--- src/rtl/dmem_access_unit.sv ---
// Data-memory access stage: byte-lane/replicated store formatting and the req/gnt/rvalid handshake.
// Optional watchdog abort enabled by defining DMEM_TIMEOUT_EN.
module dmem_access_unit #(
   parameter int MEM_LAT_MAX    = 4,
   parameter int TIMEOUT_CYCLES = 255
) (
   input  logic        clk,
   input  logic        rst_n,
   input  logic        reqValid,
   output logic        reqReady,
   input  logic [31:0] reqAddr,
   input  logic [31:0] reqWdata,
   input  logic [1:0]  reqMemOp,
   input  logic [1:0]  reqMemSize,
   output logic        memReq,
   output logic        memWe,
   output logic [31:0] memAddr,
   output logic [3:0]  memBe,
   output logic [31:0] memWdata,
   input  logic        memGnt,
   input  logic        memRvalid,
   input  logic [31:0] memRdata,
   output logic        respValid,
   output logic [31:0] respRawData,
   output logic [31:0] respAddr,
   output logic [1:0]  respMemOp,
   output logic [1:0]  respMemSize,
   output logic        respMisalign,
   output logic        respBusErr
);

   typedef enum logic [1:0] {IDLE, REQ, WAIT, RESP} state_t;

   state_t      state, state_next;
   logic        accept, is_mem, misaligned, expired, abort;
   logic        we_q, bus_err_q;
   logic [31:0] cap_addr;
   logic [1:0]  cap_op, cap_size;

   // The watchdog must outlast the slowest legal memory response.
   if (TIMEOUT_CYCLES <= MEM_LAT_MAX) begin : g_bad_timeout
      $error("TIMEOUT_CYCLES must exceed MEM_LAT_MAX");
   end

   function automatic logic [3:0] lane_be(input logic [1:0] size, input logic [1:0] lo);
      case (size)
         2'b00:   lane_be = 4'b0001 << lo;
         2'b01:   lane_be = 4'b0011 << {lo[1], 1'b0};
         default: lane_be = 4'b1111;
      endcase
   endfunction

   function automatic logic [31:0] lane_data(input logic [1:0] size, input logic [31:0] d);
      case (size)
         2'b00:   lane_data = {4{d[7:0]}};
         2'b01:   lane_data = {2{d[15:0]}};
         default: lane_data = d;
      endcase
   endfunction

   function automatic logic is_misaligned(input logic [1:0] size, input logic [1:0] lo);
      case (size)
         2'b00:   is_misaligned = 1'b0;
         2'b01:   is_misaligned = lo[0];
         default: is_misaligned = (lo != 2'b00);
      endcase
   endfunction

   assign is_mem     = (reqMemOp == 2'b01) || (reqMemOp == 2'b10);
   assign misaligned = is_misaligned(reqMemSize, reqAddr[1:0]);
   assign accept     = (state == IDLE) && reqValid;

`ifdef DMEM_TIMEOUT_EN
   localparam int CNT_W = ($clog2(TIMEOUT_CYCLES + 1) > 8) ? $clog2(TIMEOUT_CYCLES + 1) : 8;
   localparam logic [CNT_W-1:0] CNT_LAST = CNT_W'(TIMEOUT_CYCLES - 1);

   logic [CNT_W-1:0] wd_cnt;

   always_ff @(posedge clk or negedge rst_n) begin
      if (!rst_n) begin
         wd_cnt <= '0;
      end else if ((state_next == REQ && state != REQ) || (state_next == WAIT && state != WAIT)) begin
         wd_cnt <= '0;
      end else if (state == REQ || state == WAIT) begin
         wd_cnt <= wd_cnt + CNT_W'(1);
      end
   end

   assign expired = (state == REQ || state == WAIT) && (wd_cnt == CNT_LAST);
`else
   assign expired = 1'b0;
`endif

   always_ff @(posedge clk or negedge rst_n) begin
      if (!rst_n) state <= IDLE;
      else        state <= state_next;
   end

   always_comb begin
      state_next = state;
      abort      = 1'b0;
      case (state)
         IDLE: begin
            if (reqValid) state_next = (!is_mem || misaligned) ? RESP : REQ;
         end
         REQ: begin
            if (memGnt) begin
               state_next = we_q ? RESP : WAIT;
            end else if (expired) begin
               state_next = RESP;
               abort      = 1'b1;
            end
         end
         WAIT: begin
            if (memRvalid) begin
               state_next = RESP;
            end else if (expired) begin
               state_next = RESP;
               abort      = 1'b1;
            end
         end
         default: state_next = IDLE;
      endcase
   end

   assign reqReady   = (state == IDLE);
   assign memReq     = (state == REQ);
   assign memWe      = (state == REQ) && we_q;
   assign respValid  = (state == RESP);
   assign respBusErr = bus_err_q;

   // Memory-side fields are frozen at accept; resp* fields update only when entering RESP.
   always_ff @(posedge clk or negedge rst_n) begin
      if (!rst_n) begin
         we_q         <= 1'b0;
         cap_addr     <= '0;
         cap_op       <= '0;
         cap_size     <= '0;
         memAddr      <= '0;
         memBe        <= '0;
         memWdata     <= '0;
         respRawData  <= '0;
         respAddr     <= '0;
         respMemOp    <= '0;
         respMemSize  <= '0;
         respMisalign <= 1'b0;
         bus_err_q    <= 1'b0;
      end else if (accept) begin
         we_q         <= (reqMemOp == 2'b10);
         cap_addr     <= reqAddr;
         cap_op       <= reqMemOp;
         cap_size     <= reqMemSize;
         memAddr      <= {reqAddr[31:2], 2'b00};
         memBe        <= lane_be(reqMemSize, reqAddr[1:0]);
         memWdata     <= lane_data(reqMemSize, reqWdata);
         respMisalign <= is_mem && misaligned;
         bus_err_q    <= 1'b0;
         if (state_next == RESP) begin
            respAddr    <= reqAddr;
            respMemOp   <= reqMemOp;
            respMemSize <= reqMemSize;
            respRawData <= '0;
         end
      end else if ((state == REQ || state == WAIT) && state_next == RESP) begin
         respAddr    <= cap_addr;
         respMemOp   <= cap_op;
         respMemSize <= cap_size;
         respRawData <= (state == WAIT && !abort) ? memRdata : '0;
         bus_err_q   <= abort;
      end
   end

endmodule

--- config.mk ---
export PLATFORM = sky130hd
export DESIGN_NAME = dmem_access_unit
export DESIGN_NICKNAME = d
export VERILOG_FILES = /design/src/rtl/dmem_access_unit.sv
export SDC_FILE = /design/constraint.sdc
export NUM_CORES = 1
export LEC_CHECK = 0
export CORE_MARGIN = 5
export CORE_UTILIZATION = 44
export CTS_CLUSTER_SIZE = 28
export DETAILED_ROUTE_END_ITERATION = 8
export GPL_TIMING_DRIVEN = 0
export PLACE_DENSITY_LB_ADDON = 0.08
export REMOVE_ABC_BUFFERS = 1
export SLEW_MARGIN = 20
export SYNTH_ARGS = -nofsm -noshare
export SYNTH_HDL_FRONTEND = slang
export SYNTH_SLANG_ARGS = --single-unit
--- constraint.sdc ---
create_clock -name clk -period 2.1 [get_ports clk]
set_input_delay 0.42 -clock clk [delete_from_list [all_inputs] [get_ports clk]]
set_output_delay 0.42 -clock clk [all_outputs]
set_load 0.05 [all_outputs]
==> impl_metrics.py <==
metrics = {
    "synth": {
        "yosysUniqueCellTypes": 28,
        "yosys_warnings": 0,
        "syn_avg_cell_area_um2": 13.0,
        "synthesis.area_um2": 6350,
        "async_reset_ff_frac": 1.00,
        "synth_ff_type": "dfrtp_1",
        "netlist_instances": 489,
        "synth-edff-count": 0,
        "synth_seq_cells": 144,
        "ys_seq_area_frac": 0.567,
    },
    "clock_tree": {
        "clkSinkCount": 144,
        "numCtsBuffers": 17,
        "insertion_delay_ns": 0.41,
        "cts_tree": "done",
        "cts_buffer_depth": 2,
        "root_buffer": "clkbuf_16",
        "htreeDepth": 4,
        "clk_pin_slew_ns": 0.06,
    },
    "sta": {
        "setup_tns_ns": 0,
        "finalWorstSetupSlack_ns": 0.0119,
        "fin_worst_skew_ns": 0.00602,
        "fin_crit_ns": 2.09,
        "final_min_period_over_clock_period": 0.994,
        "max_freq_mhz": 479,
        "finalHoldViolCount": 0,
        "setup_viol": 0,
        "relSlewSlack": 0.355,
        "slew_viol_final": 0,
        "tightest_slew_ns": 0.964,
    },
    "worst_hold_path": {
        "hold_depth": 2,
        "hold_end": "cap_op[1]",
        "hp-class": "in -> reg",
        "hp-start": "reqMemOp[1]",
    },
    "floorplanning": {
        "die_area_um2": 16900,
        "start_util": 0.442,
        "io_pins": 247,
        "rows": 44,
        "die_y_um": 130,
        "die_w_um": 130,
        "core_area_um2": 14400,
    },
    "global_route": {
        "grt_remaining_overflow": 0,
        "antenna_found_initial": 0,
        "grt_pass1_vias": 4957,
        "grt_use_total": 0.208,
        "grt_max_degree": 80,
        "grt_pass1_wl_um": 26900,
    },
    "drt": {
        "wl_per_cell_um": 19.3,
        "routed_wl_um": 17600,
        "drtAntennaViolNets": 0,
        "dr.pass1.iters": 4,
        "via_per_inst": 5.01,
        "drt_iter0_markers": 196,
        "drc": 0,
        "vias": 4585,
    },
    "placement": {
        "dp_cells": 858,
        "hpwl_um": 10900,
        "postPlaceCellArea_um2": 8690,
        "gp_congestion": 0.756,
        "pre_cts_slack_ns": -1.32,
        "port_buffers": 243,
    },
    "cells_and_area": {
        "antenna_cells": 0,
        "instances_no_fill": 915,
        "areaGrowthSynthToFinish_pct": 53.1,
        "drive_gt1_frac": 0.261,
        "stdcell_area_um2": 9730,
        "fin_nets": 828,
    },
    "worst_setup_path": {
        "crit_fanout": 7,
        "rr_startpoint": "state[1]",
        "worstPathRequired_ns": 2.39,
        "worstSetupEndpointType": "flop",
        "regToRegSetupSlack_ns": 0.05,
        "start_kind": "input pin",
        "cp_top_family": "buffers and inverters",
        "worstSetupPathType": "in -> reg",
        "worst_ep_arrival_time_ns": 2.38,
        "path_buf_inv": 3,
        "r2r-end": "respAddr[1]",
        "slowest_stage": "clkdlybuf4s15_1",
        "path_cells": "clkdlybuf4s15_1 -> nor2b_4 -> a31oi_4 -> buf_6 -> o311a_4 -> clkbuf_16 -> mux2_4",
        "reg2regPathDepth": 7,
        "cp_slowest_stage_delay_ns": 0.57,
    },
    "status": {
        "status": "finished, final reports clean",
    },
    "job": {
        "maxCapViolCount": 0,
    },
}
## cells by family after synthesis
family / share of synthesized area
other cells: 0.000590
compound gates: 0.0447
fa+ha+maj: 0.00984
simple gates: 0.0652
flops: 0.567
mux: 0.248
buf+inv: 0.0648
## per-stage QoR
stage,hold WS [ns],util
2_1_floorplan,0.124,-
3_3_place_gp,0.462,0.601
3_5_place_dp,0.410,0.605
4_1_cts,0.485,0.670
5_1_grt,0.386,0.677
6_report,0.383,0.677
## sequential cells by signal, summed over array words and instances (netlist names)
register,count
cap_addr,32
cap_op,2
cap_size,2
memBe,4
memWdata,32
respAddr,32
respMemOp,2
respMemSize,2
respMisalign,1
respRawData,32
state,2
we_q,1
## repair_timing
item | in CTS | in global routing
endpoints found under the setup margin | 95 | 68
pin swaps | 7 | 7
gates cloned | 5 | 1
resized for setup | 34 | 17
endpoints found under the hold margin | 68 | 0
hold buffers | 1 | 0
buffers inserted | 13 | 5
## synthesized netlist by cell type (all sizes together) (2+ instances only)
cell type | n | area share
o21ai | 32 | 0.025
ha | 5 | 0.0098
buf | 49 | 0.054
nor2b | 2 | 0.0020
nor2 | 17 | 0.010
clkbuf | 13 | 0.0077
a21oi | 11 | 0.0087
a211oi | 2 | 0.0024
nand2 | 32 | 0.019
and3 | 32 | 0.032
dfrtp | 144 | 0.57
mux2i | 25 | 0.039
inv | 5 | 0.0030
mux2 | 111 | 0.21
## layout by cell type, fill, tap and decap left out, types with 3 or more instances in the layout
cell type / Yosys / routed
buf_6: 3 / 3
mux2_2: 91 / 91
a21oi_1: 11 / 11
clkinv_2: 0 / 4
buf_12: 0 / 7
mux2i_1: 25 / 25
clkdlybuf4s50_1: 0 / 233
buf_4: 33 / 8
clkbuf_8: 0 / 6
nand2_1: 32 / 31
mux2_4: 20 / 20
o21ai_0: 31 / 29
inv_2: 0 / 4
dfrtp_1: 144 / 143
clkbuf_16: 0 / 18
nor2_1: 17 / 15
clkbuf_1: 13 / 4
ha_4: 0 / 3
o311a_4: 1 / 4
conb_1: 1 / 3
clkdlybuf4s15_2: 0 / 3
and3_1: 32 / 32
## metal layers
layer	share of wire	global-route usage	vias to the layer above
li1	-	-	2131
met1	0.39	0.246	2261
met2	0.51	0.346	167
met3	0.084	0.0770	26
met4	0.021	0.0782	0
met5	0	0	-
## final cells by class
cell class | instances | area [um^2]
fillers | 1048 | 4640
flip-flops and latches | 144 | 3600
repair buffers | 265 | 2760
multi-input cells | 285 | 2550
clock buffers | 27 | 523
well taps | 184 | 230
clock inverters | 5 | 50.0
inverters | 5 | 18.8
## worst max path at each step
stage	start	to	slack, ns	depth (start not counted)
floorplan	state[0]	respAddr[1]	-2.56	6
global placement	rst_n	cap_addr[11]	-5.11	1
detailed placement	reqMemSize[0]	respRawData[11]	-1.32	5
CTS	reqMemSize[0]	respRawData[17]	0.006	7
global route	state[1]	respRawData[8]	-0.02	7
finish	reqValid	respAddr[26]	0.01	7
Power is left out: the tool's default activity adds up to more than one toggle a clock period on the data nets, which glitch-free logic cannot reach.
